`src/rtl/fft_output_reorder.sv`:
```
// Reorders bit-reversed FFT output frames into natural order.
// Two ping-pong banks let one frame fill while the other drains.
module fft_output_reorder #(
  parameter int width = 16,
  parameter int log2n = 4
) (
  input  logic             clock,
  input  logic             reset,
  input  logic             in_valid,
  output logic             in_ready,
  input  logic [width-1:0] re_in,
  input  logic [width-1:0] im_in,
  output logic             out_valid,
  input  logic             out_ready,
  output logic [width-1:0] re_out,
  output logic [width-1:0] im_out,
  output logic             out_last
);

  localparam int n = 1 << log2n;
  localparam logic [log2n-1:0] last_idx = '1;
  localparam logic [log2n-1:0] cnt_one = 1;

  logic [2*width-1:0] mem [2*n];

  logic [1:0]       full;
  logic [1:0]       full_nxt;
  logic             wr_bank;
  logic             rd_bank;
  logic [log2n-1:0] wr_cnt;
  logic [log2n-1:0] rd_cnt;
  logic [log2n-1:0] wr_addr;
  logic             accept;
  logic             load;
  logic             wr_wrap;
  logic             rd_wrap;
  logic [2*width-1:0] rd_word;

  function automatic logic [log2n-1:0] bitrev(
    input logic [log2n-1:0] a
  );
    logic [log2n-1:0] r;
    r = '0;
    for (int i = 0; i < log2n; i++)
      r[i] = a[log2n-1-i];
    return r;
  endfunction

  assign in_ready = ~full[wr_bank];
  assign accept   = in_valid & in_ready;
  assign load     = (~out_valid | out_ready)
                  & full[rd_bank];
  assign wr_wrap  = (wr_cnt == last_idx);
  assign rd_wrap  = (rd_cnt == last_idx);
  assign wr_addr  = bitrev(wr_cnt);
  assign rd_word  = mem[{rd_bank, rd_cnt}];

  // Scatter each incoming sample to its natural-order slot.
  always_ff @(posedge clock) begin
    if (accept)
      mem[{wr_bank, wr_addr}] <= {re_in, im_in};
  end

  // Fill completes one bank while drain may free the other.
  always_comb begin
    full_nxt = full;
    if (accept && wr_wrap)
      full_nxt[wr_bank] = 1'b1;
    if (load && rd_wrap)
      full_nxt[rd_bank] = 1'b0;
  end

  // Write side: counter and bank pointer.
  always_ff @(posedge clock) begin
    if (reset) begin
      wr_cnt  <= '0;
      wr_bank <= 1'b0;
    end else if (accept) begin
      wr_cnt <= wr_cnt + cnt_one;
      if (wr_wrap)
        wr_bank <= ~wr_bank;
    end
  end

  // Bank full flags.
  always_ff @(posedge clock) begin
    if (reset)
      full <= '0;
    else
      full <= full_nxt;
  end

  // Read side: counter and bank pointer.
  always_ff @(posedge clock) begin
    if (reset) begin
      rd_cnt  <= '0;
      rd_bank <= 1'b0;
    end else if (load) begin
      rd_cnt <= rd_cnt + cnt_one;
      if (rd_wrap)
        rd_bank <= ~rd_bank;
    end
  end

  // Output register: load, hold under backpressure, or empty.
  always_ff @(posedge clock) begin
    if (reset) begin
      out_valid <= 1'b0;
      out_last  <= 1'b0;
      re_out    <= '0;
      im_out    <= '0;
    end else if (load) begin
      out_valid <= 1'b1;
      out_last  <= rd_wrap;
      re_out    <= rd_word[2*width-1:width];
      im_out    <= rd_word[width-1:0];
    end else if (out_ready) begin
      out_valid <= 1'b0;
    end
  end

endmodule

```
`config.mk`:
```
export PLATFORM = sky130hd
export DESIGN_NAME = fft_output_reorder
export DESIGN_NICKNAME = d
export VERILOG_FILES = /design/src/rtl/fft_output_reorder.sv
export SDC_FILE = /design/constraint.sdc
export NUM_CORES = 1
export LEC_CHECK = 0
export ABC_AREA = 1
export CAP_MARGIN = 20
export CORE_UTILIZATION = 25
export DETAILED_ROUTE_END_ITERATION = 8
export PLACE_DENSITY_LB_ADDON = 0.05
export SETUP_SLACK_MARGIN = 0.4
export SYNTH_ARGS = -nofsm -noshare
export SYNTH_HDL_FRONTEND = slang
export SYNTH_SLANG_ARGS = --single-unit
```
`constraint.sdc`:
```
create_clock -name clock -period 5.64 [get_ports clock]
set_input_delay 1.692 -clock clock [delete_from_list [all_inputs] [get_ports clock]]
set_output_delay 1.692 -clock clock [all_outputs]
set_load 0.02 [all_outputs]
```
---- Word level (Yosys, flattened, before mapping) ----
Memories as Yosys holds them, arrays and structs flattened. A register that Yosys moved wholly into a read port is not among the register bits.
Index checks and enable logic that the tools add are counted.
cells by class
  muxes and demuxes ....................... 14
  reduce and logical (&&, ||, !) cells .... 7
  add/subtract/negate cells ............... 2
  eq/ne operators ......................... 2
  bitwise logic cells ..................... 10
  magnitude comparators ................... 4
operator list
  kind                                                                   number
  1-bit 2-to-1 mux                                                       10
  4-bit by 1-bit adder with 4-bit output (second input constant)         2
  4-bit equality test (second input constant)                            2
  1-bit logical AND                                                      4
  1-bit by 2-bit < comparator with 1-bit output (second input constant)  2
  2-bit 2-to-1 mux                                                       2
  1-bit NOT                                                              4
  2-bit AND reduction                                                    2
  1-bit AND                                                              2
  2-bit AND                                                              1
  1-bit demux with 1-bit select                                          2
  1-bit greater-or-equal comparator (second input constant)              2
  2-bit NOT                                                              1
  2-bit OR                                                               1
  2-bit nonzero test                                                     1
  1-bit OR                                                               1
word-level totals
  logic and storage cells ................. 47
  flip-flop bits (word level) ............. 14
  RAM bits ................................ 1024
  bits of input ports ..................... 36
  memories ................................ 1
  output and inout bits ................... 35
memory list
  name  depth  width  read ports  clocked after Yosys merged registers in  write ports  RTL line  source
  mem   32     32     1           1                                        1            24        logic [2*width-1:0] mem [2*n];

---- Depth between registers and ports, before layout ----
Gate-level depths: netlist of run 1.
  word-level depth ........................ 8
  gate-level depth with buffers ........... 13
  depth with buffers taken out ............ 9

---- Worst setup path after synthesis of run 1 ----
No wires, ideal clock.
  path kind ............................... input to register
  start point ............................. input port in_valid
  end point ............................... memory mem[10][0] (netlist bit) (enable)
  data arrival time ....................... 3.544 ns
  slack ................................... 1.675 ns
  library setup time ...................... 0.421 ns
  data required time ...................... 5.219 ns
  cell stages on the path ................. 4
  buffers on the path ..................... 0
  path through ............................ nand2_1 > inv_2 > nand3_1 > nor2_1
on the way
  longest elaborated chain between the ends .. 3
ends and longest elaborated chain
  item                                    RTL line  source
  start: declaration                      9         input logic in_valid,
  1-bit AND                               50        assign accept = in_valid & in_ready;
  1-bit 2-to-1 mux                        60        if (accept)
  1-bit 2-to-1 mux (not written as such)  61        mem[{wr_bank, wr_addr}] <= {re_in, im_in};
  end: declaration                        24
Every way passes these cells.

---- Worst setup path after layout of run 1 ----
  start point ............................. register wr_bank
  end point ............................... output port in_ready
on the way
  longest elaborated chain between the ends .. 3
ends and longest elaborated chain
  item                                                  RTL line  source
  start: declaration                                    28        logic wr_bank;
  start signal: assignment                              81        wr_bank <= ~wr_bank;
  1-bit 2-to-1 mux (not written as such) (2 in series)  49        assign in_ready = ~full[wr_bank];
  1-bit NOT                                             49
  end: declaration                                      10        output logic in_ready,
Every way passes these cells. The select of a mux whose other input is x is not followed.

==> run summary, run 1 <==
The count of cell types in the netlist came out at 23. The clock net sink count came out at between 1000 and 1500. The residual overflow from global routing is 0. The clock tree synthesis step divided the H-tree into 4 levels. The net count of the mapped netlist came out at 4169.

The number of primary I/O pins is 71. The proportion of layout cells with a drive suffix above 1 came out at just over 8%. The static power due to leakage came out at ~20 nW. Dividing the detail-routed wire length by the instance count gives about 24 um. The number of setup buffers added after CTS is 0. The number of antenna violations at the first check in global routing is 3. The number of hold buffers added after CTS came out at 0.

The clock-pin slew reported for the worst setup and hold paths after clock tree synthesis came out at ~0.05 ns. The share of synthesized flip-flops with an asynchronous set or reset is 0%. The tool flagged a number of max-cap violations equal to 0. The clock reaches the later pin of the worst-skew pair after between 0.7 and 0.8 ns.

The estimated wirelength of the detail-placed design is 93800 um. The count of endpoints failing setup in the final report came out at 0. Synthesis produced 4131 cells. The final reports fail on design-rule violations.

The combined area of all synthesized cells is ~44000 um^2. The placement row count came out at 154. The final setup skew came out at ~0.028 ns.

The first detailed-routing pass ran for 7 iterations. Once detail routing completed, the nets flagged for antenna violations numbered 0. The fraction of power spent switching nets came out at 21.9%. The maximum number of buffers from clock root to sink came out at 3.

In this run the worst path has a maximum fanout of 8. The via count came out at 28700. From bottom edge to top edge, the die measures 424 um. The maximum number of pins on one net before global-route repair is 153. In the routed layout, each cell is associated on average with a via count of 4.31. The initial cell density of the core is between 20% and 30%. The time the final worst path needs with I/O delays and setup came out at between 4 and 5 ns.

The worst-case vdd ir drop came out at approximately 290 uV. Yosys attributes the largest share of cell area to sky130_fd_sc_hd__edfxtp_1, sky130_fd_sc_hd__nand2_1, sky130_fd_sc_hd__nand3_1. Of the total power, combinational logic draws 2.0%. Counting flops and latches in the post-synthesis netlist gives 1070. After layout, the design draws a total of ~17 mW. The worst hold slack across all endpoints is 0.483 ns.

The actual slew at the worst max-slew pin is between 1 and 1.5 ns. Power spread over the standard cell area amounts to around 330 nW/um^2. The first-pass GRT wire length is between 200000 and 250000 um.

Timing would allow up to 248 MHz. After routing, the total negative slack on setup checks comes to 0 ns. The number of gates resized after CTS came out at 0. Setup repair after global routing left no endpoint under its margin. The final weighted congestion in routability-driven placement came out at 0.754.

In this run the tightest slew margin relative to its limit is a little under a third. CTS placed an instance of sky130_fd_sc_hd__clkbuf_16 at the clock tree root. The number of max-slew violations in the final report came to 0.

The final routed wirelength across all metal layers is about 160000 um. STA puts the critical path data arrival time at ~2.3 ns. The min-delay analysis places its worst path in the category flip-flop to flip-flop.

The floorplan die area came out at roughly 180000 um^2. The number of buffers added on ports is 70. The count of nets after finishing came out at 4247.

The number of flops mapped to enable cells by yosys came out at about 1000. The horizontal die dimension came out at ~420 um. For this run, design rule violations remaining after detail routing come to 8. After floorplanning, the core was sized to cover between 150000 and 200000 um^2. In the synthesized netlist the dominant register cell turns out to be sky130_fd_sc_hd__edfxtp_1. The area growth from synthesis to layout is 17.2%. The required arrival time at the worst endpoint is between 3 and 4 ns. The switching power total came out at 3.81 mW. The number of buffers created by CTS is around 140. The count of routing violations after the opening detailed-route iteration came out at roughly 1800.

Summed over all instances, the cell type with the most area after synthesis is sky130_fd_sc_hd__edfxtp_1. The sequential area share after synthesis came out at between 70% and 80%. The warning count from the yosys run came out at 0. The top cell type's share of synthesized area is around 69%. The sequential share of power came out at about half.

The flow ran to the end, but the final reports show violations. The number of global-route vias before repair was between 20000 and 30000. The worst setup path is of the flip-flop to primary output kind.

The CTS tree is yes. Sorting the synthesized cells by how often they occur yields sky130_fd_sc_hd__nand2_1, sky130_fd_sc_hd__edfxtp_1, sky130_fd_sc_hd__nand3_1, sky130_fd_sc_hd__inv_1, sky130_fd_sc_hd__nor2_1. The part of the cycle the worst path needs is between 70% and 80%. The internal power component came out at ~14 mW. The worst setup path is launched from a flip-flop. The number of failing hold endpoints at the final stage is 0. The mean cell area of the mapped netlist came out at ~11 um^2.

The total routing usage reported by global routing is between 15 and 20%. The worst setup path is captured at a primary output. In the post-synthesis netlist, the cell with the most instances is sky130_fd_sc_hd__nand2_1. The total of fill cells in the finished design is ~18000. Per report_power, the clock group accounts for 47.7% of the total.
==> logic make-up (layout without fill, tap and decap cells) <==
kind of cell | count (synthesis) | after routing | share of synthesized area, %
other | 0 | 2 | 0
flip-flops | 1070 | 1070 | 71.3
AO/OA/AOI/OAI | 148 | 148 | 1.67
buffers and inverters | 660 | 847 | 6.22
AND/OR/NAND/NOR | 2251 | 2251 | 20.8
adder cells (fa/ha/maj) | 2 | 2 | 0.0563
==> critical path: stages, from the launching register on <==
cell                              delay (ns)
sky130_fd_sc_hd__dfxtp_1                0.38
sky130_fd_sc_hd__o21ai_1                0.50
sky130_fd_sc_hd__clkdlybuf4s50_1        0.71
==> power by group through the flow <==
stage | combinational (mW) | clock (mW) | sequential, mW
4_1_cts | 0.377 | 8.58 | 8.76
3_3_place_gp | 0.379 | 0 | 8.93
2_1_floorplan | 0.0827 | 0 | 8.93
3_5_place_dp | 0.376 | 0 | 8.93
6_report | 0.353 | 8.30 | 8.76
5_1_grt | 0.388 | 8.83 | 8.76
==> per-layer routing <==
layer / global-route usage [%] / wire [um] / vias to the layer above
met1: 23.8 / 73400 / 14200
met5: 0 / 0 / -
met4: 5.05 / 4040 / 0
met3: 2.28 / 4620 / 201
li1: - / - / 13900
met2: 29.4 / 76100 / 456
==> placed cells by master (no fill, tap or decap), drive strengths merged, types with 3 or more instances in the layout <==
| master | n |
|---|---|
| clkinv | 47 |
| buf | 128 |
| a21oi | 104 |
| edfxtp | 1024 |
| o21ai | 42 |
| nand3 | 618 |
| inv | 443 |
| nand2 | 1396 |
| dfxtp | 46 |
| nor3 | 3 |
| bufinv | 4 |
| clkdlybuf4s50 | 37 |
| clkbuf | 187 |
| nor2 | 232 |
==> worst paths after layout <==
kind	start	to	slack, ns	cells past startpoint
worst max register to register	rd_cnt[1]	re_out[7]	2.60	9
worst min register to register	full[1]	full[1]	0.48	2
worst min-delay path	full[1]	full[1]	0.48	2
worst max-delay path	wr_bank	in_ready	1.61	2
==> final cells by class <==
class	count	area [um^2]	share of cell area, %
Sequential cell	1070	31700	60.8
Multi-Input combinational cell	2401	10300	19.7
Clock buffer	187	3740	7.18
Tap cell	2340	2930	5.62
Inverter	436	1660	3.19
Timing Repair Buffer	165	1370	2.64
Clock inverter	59	433	0.831
Antenna cell	2	5.00	0.00961
==> per-stage QoR <==
stage	instance area (um^2)	setup slack [ns]	util, %	std cells
2_1_floorplan	44400	1.67	-	4131
3_3_place_gp	47900	1.31	27.2	6412
3_5_place_dp	47900	1.29	27.2	6412
4_1_cts	52100	1.43	29.5	6658
5_1_grt	52100	1.50	29.5	6658
6_report	52100	1.61	29.5	6660
==> state kept, by name, summed over array words and instances, names as in the netlist <==
register   count
im_out        16
full           2
rd_cnt         4
wr_cnt         4
out_last       1
re_out        16
mem         1024
rd_bank        1
wr_bank        1
out_valid      1
Power figures use the tool's default switching activity.
==> run 2: changes to the inputs <==
==> constraint.sdc (replaced) <==
create_clock -name clock -period 3.95 [get_ports clock]
set_input_delay 1.185 -clock clock [delete_from_list [all_inputs] [get_ports clock]]
set_output_delay 1.185 -clock clock [all_outputs]
set_load 0.02 [all_outputs]
==> run summary, run 2 (synthesis results as in run 1) <==
The remaining design rule violation count came to 4 (was 8). The proportion of layout cells with a drive suffix above 1 came out at 8.47% (was 8.15%). The final setup TNS is 0 ns (unchanged).

The cell count after placement was 6439 (was 6412). The relative slew slack came out at 15.0% (was 32.0%). The number of buffers added on ports is 70 (unchanged).

The count of endpoints failing setup in the final report came out at 0 (unchanged). The number of setup buffers added after CTS is 0 (unchanged). The worst slack after detailed placement is 0.510 ns (was 1.29 ns). The number of stages on the worst hold path came out at 2 (unchanged).

The number of hold buffers added after CTS came to 0 (unchanged). The final routed wire length divided by cell count is 23.7 um (was 23.8 um). The worst-skew pair later-pin latency came out at 0.75 ns (was 0.76 ns).

The residual overflow from global routing came out at 0 (unchanged). The final routed wirelength across all metal layers came out at 159000 um (was 158000 um). The power density relative to cell area came out at 476 nW/um^2 (was 334 nW/um^2). The number of failing hold endpoints at the final stage came to 0 (unchanged).

The maximum level of the CTS H-tree is 4 (unchanged). The type of destination of the critical path is a primary output (unchanged). The final setup skew is 0.0247 ns (was 0.0283 ns). The worst path arrival time is 2.16 ns (was 2.33 ns).

The maximum number of buffers from clock root to sink came out at 3 (unchanged). The actual slew at the worst max-slew pin is 1.27 ns (was 1.02 ns). The first-pass GRT wire length is 226000 um (was 225000 um). The register bank with the most flops is mem (unchanged). The number of gates resized after CTS is 1 (was 0). The number of antenna violations at the first check in global routing is 2 (was 3). The final antenna-violating net count came out at 0 (unchanged).

The via count came to 28900 (was 28700). The static power due to leakage is 19.9 nW (was 19.7 nW). The worst reg-to-reg path cell count is 7 (was 9). Top library cells by usage in the layout, fill and taps aside: sky130_fd_sc_hd__nand2_1, sky130_fd_sc_hd__edfxtp_1, sky130_fd_sc_hd__nand3_1 (unchanged).

The placement row count came out at 154 (unchanged). The utilization after layout came to 29.9% (was 29.5%). The via density per instance was 4.32 (was 4.31). The number of primary I/O pins is 71 (unchanged).

The highest clock frequency the design can meet came out at approximately 300 MHz. The number of global-route vias before repair is 28900 (was 28700). The number of buffers created by CTS came out at 137 (was 135). The total routing usage reported by global routing came to 17.7% (was 17.6%). The worst min-delay path class is flip-flop to flip-flop (unchanged). The CTS tree is yes (unchanged). Violations in the final reports: design-rule violations (unchanged). The highest fanout seen on the critical path came to 8 (unchanged). The final worst slack is 0.607 ns (was 1.61 ns).

The maximum number of pins on one net before global-route repair came out at 164 (was 153). The initial cell density of the core came to 25.2% (unchanged). The cell at the root of the clock tree is sky130_fd_sc_hd__clkbuf_16 (unchanged). The worst setup path category is flip-flop to primary output (unchanged).

The part of the cycle the worst path needs is 84.6%. The number of max-capacitance violations reported is 0 (unchanged). The time the final worst path needs with I/O delays and setup came out at approximately 3.3 ns. The core box area is 176000 um^2 (unchanged). The flip-flop count of the largest register after layout is 1024 (unchanged). Unrepaired setup endpoints after global routing: no (unchanged). The clock net sink count came out at 1070 (unchanged). The estimated wirelength of the detail-placed design is 96900 um (was 93800 um). Biggest regs: mem: 1024 flops, im_out: 16 flops, re_out: 16 flops (unchanged). The type of origin of the critical path is a flip-flop (unchanged). The horizontal die dimension is 424 um (unchanged).

The worst-case vdd ir drop came out at 419 uV (was 293 uV). The final weighted congestion in routability-driven placement was 0.760 (was 0.754). The final cell count without fillers is 6685 (was 6660). The required arrival time at the worst endpoint came out at 2.76 ns (was 3.95 ns).

The clock-pin slew reported for the worst setup and hold paths after clock tree synthesis came out at 0.05 ns (about the same). The number of detailed-routing iterations run before antenna repair is 7 (unchanged). The count of nets after finishing is 4276 (was 4247). Outcome: finished, violations left (unchanged). The most common library cell in the layout ignoring fill and taps is sky130_fd_sc_hd__nand2_1 (unchanged). The number of max-slew violations in the final report is 0 (unchanged).

The area growth from synthesis to layout is 18.5% (was 17.2%). The floorplan die area was 179000 um^2 (unchanged). The power after layout is 25.1 mW (was 17.4 mW). The overall die height is 424 um (unchanged). The number of inserted diodes is 0 (was 2). The count of routing violations after the opening detailed-route iteration came to 1757 (was 1845).
[run 2: through the flow]
stage	instance area, um^2	hold WS (ns)
2_1_floorplan	44400	0.455
3_3_place_gp	48400	0.477
3_5_place_dp	48400	0.486
4_1_cts	52700	0.493
5_1_grt	52700	0.509
6_report	52700	0.489
[run 2: area by class of cell]
class	count	area (um^2)
Clock buffer	199	3830
Clock inverter	47	417
Fill cell	18200	124000
Inverter	436	1660
Multi-Input combinational cell	2401	10300
Sequential cell	1070	31700
Tap cell	2340	2930
Timing Repair Buffer	192	1900
[run 2: power breakdown]
group	internal [mW]	total, mW	switching, mW	leakage, nW
Clock	7.11	12.1	4.96	2.07
Combinational	0.0805	0.516	0.436	8.24
Sequential	12.5	12.5	0.0159	9.60
Total	19.7	25.1	5.41	19.9
[run 2: per-layer routing]
layer	GRT usage, %	wire [um]	up-vias
li1	-	-	14000
met1	23.3	72600	14300
met2	29.6	76700	446
met3	2.57	4520	190
met4	5.88	4960	2
met5	0	13	-
[run 2: worst max-delay path: stages, from the launching register on]
cell and delay, ns:
sky130_fd_sc_hd__dfxtp_1 0.38, sky130_fd_sc_hd__o21ai_2 0.35, sky130_fd_sc_hd__clkdlybuf4s50_1 0.69
[run 2: final timing paths]
| kind | startpoint | to | slack (ns) |
|---|---|---|---|
| min | full[1] | full[1] | 0.49 |
| max | wr_bank | in_ready | 0.61 |
| min reg2reg | full[1] | full[1] | 0.49 |
| max reg2reg | rd_bank | rd_cnt[1] | 1.42 |
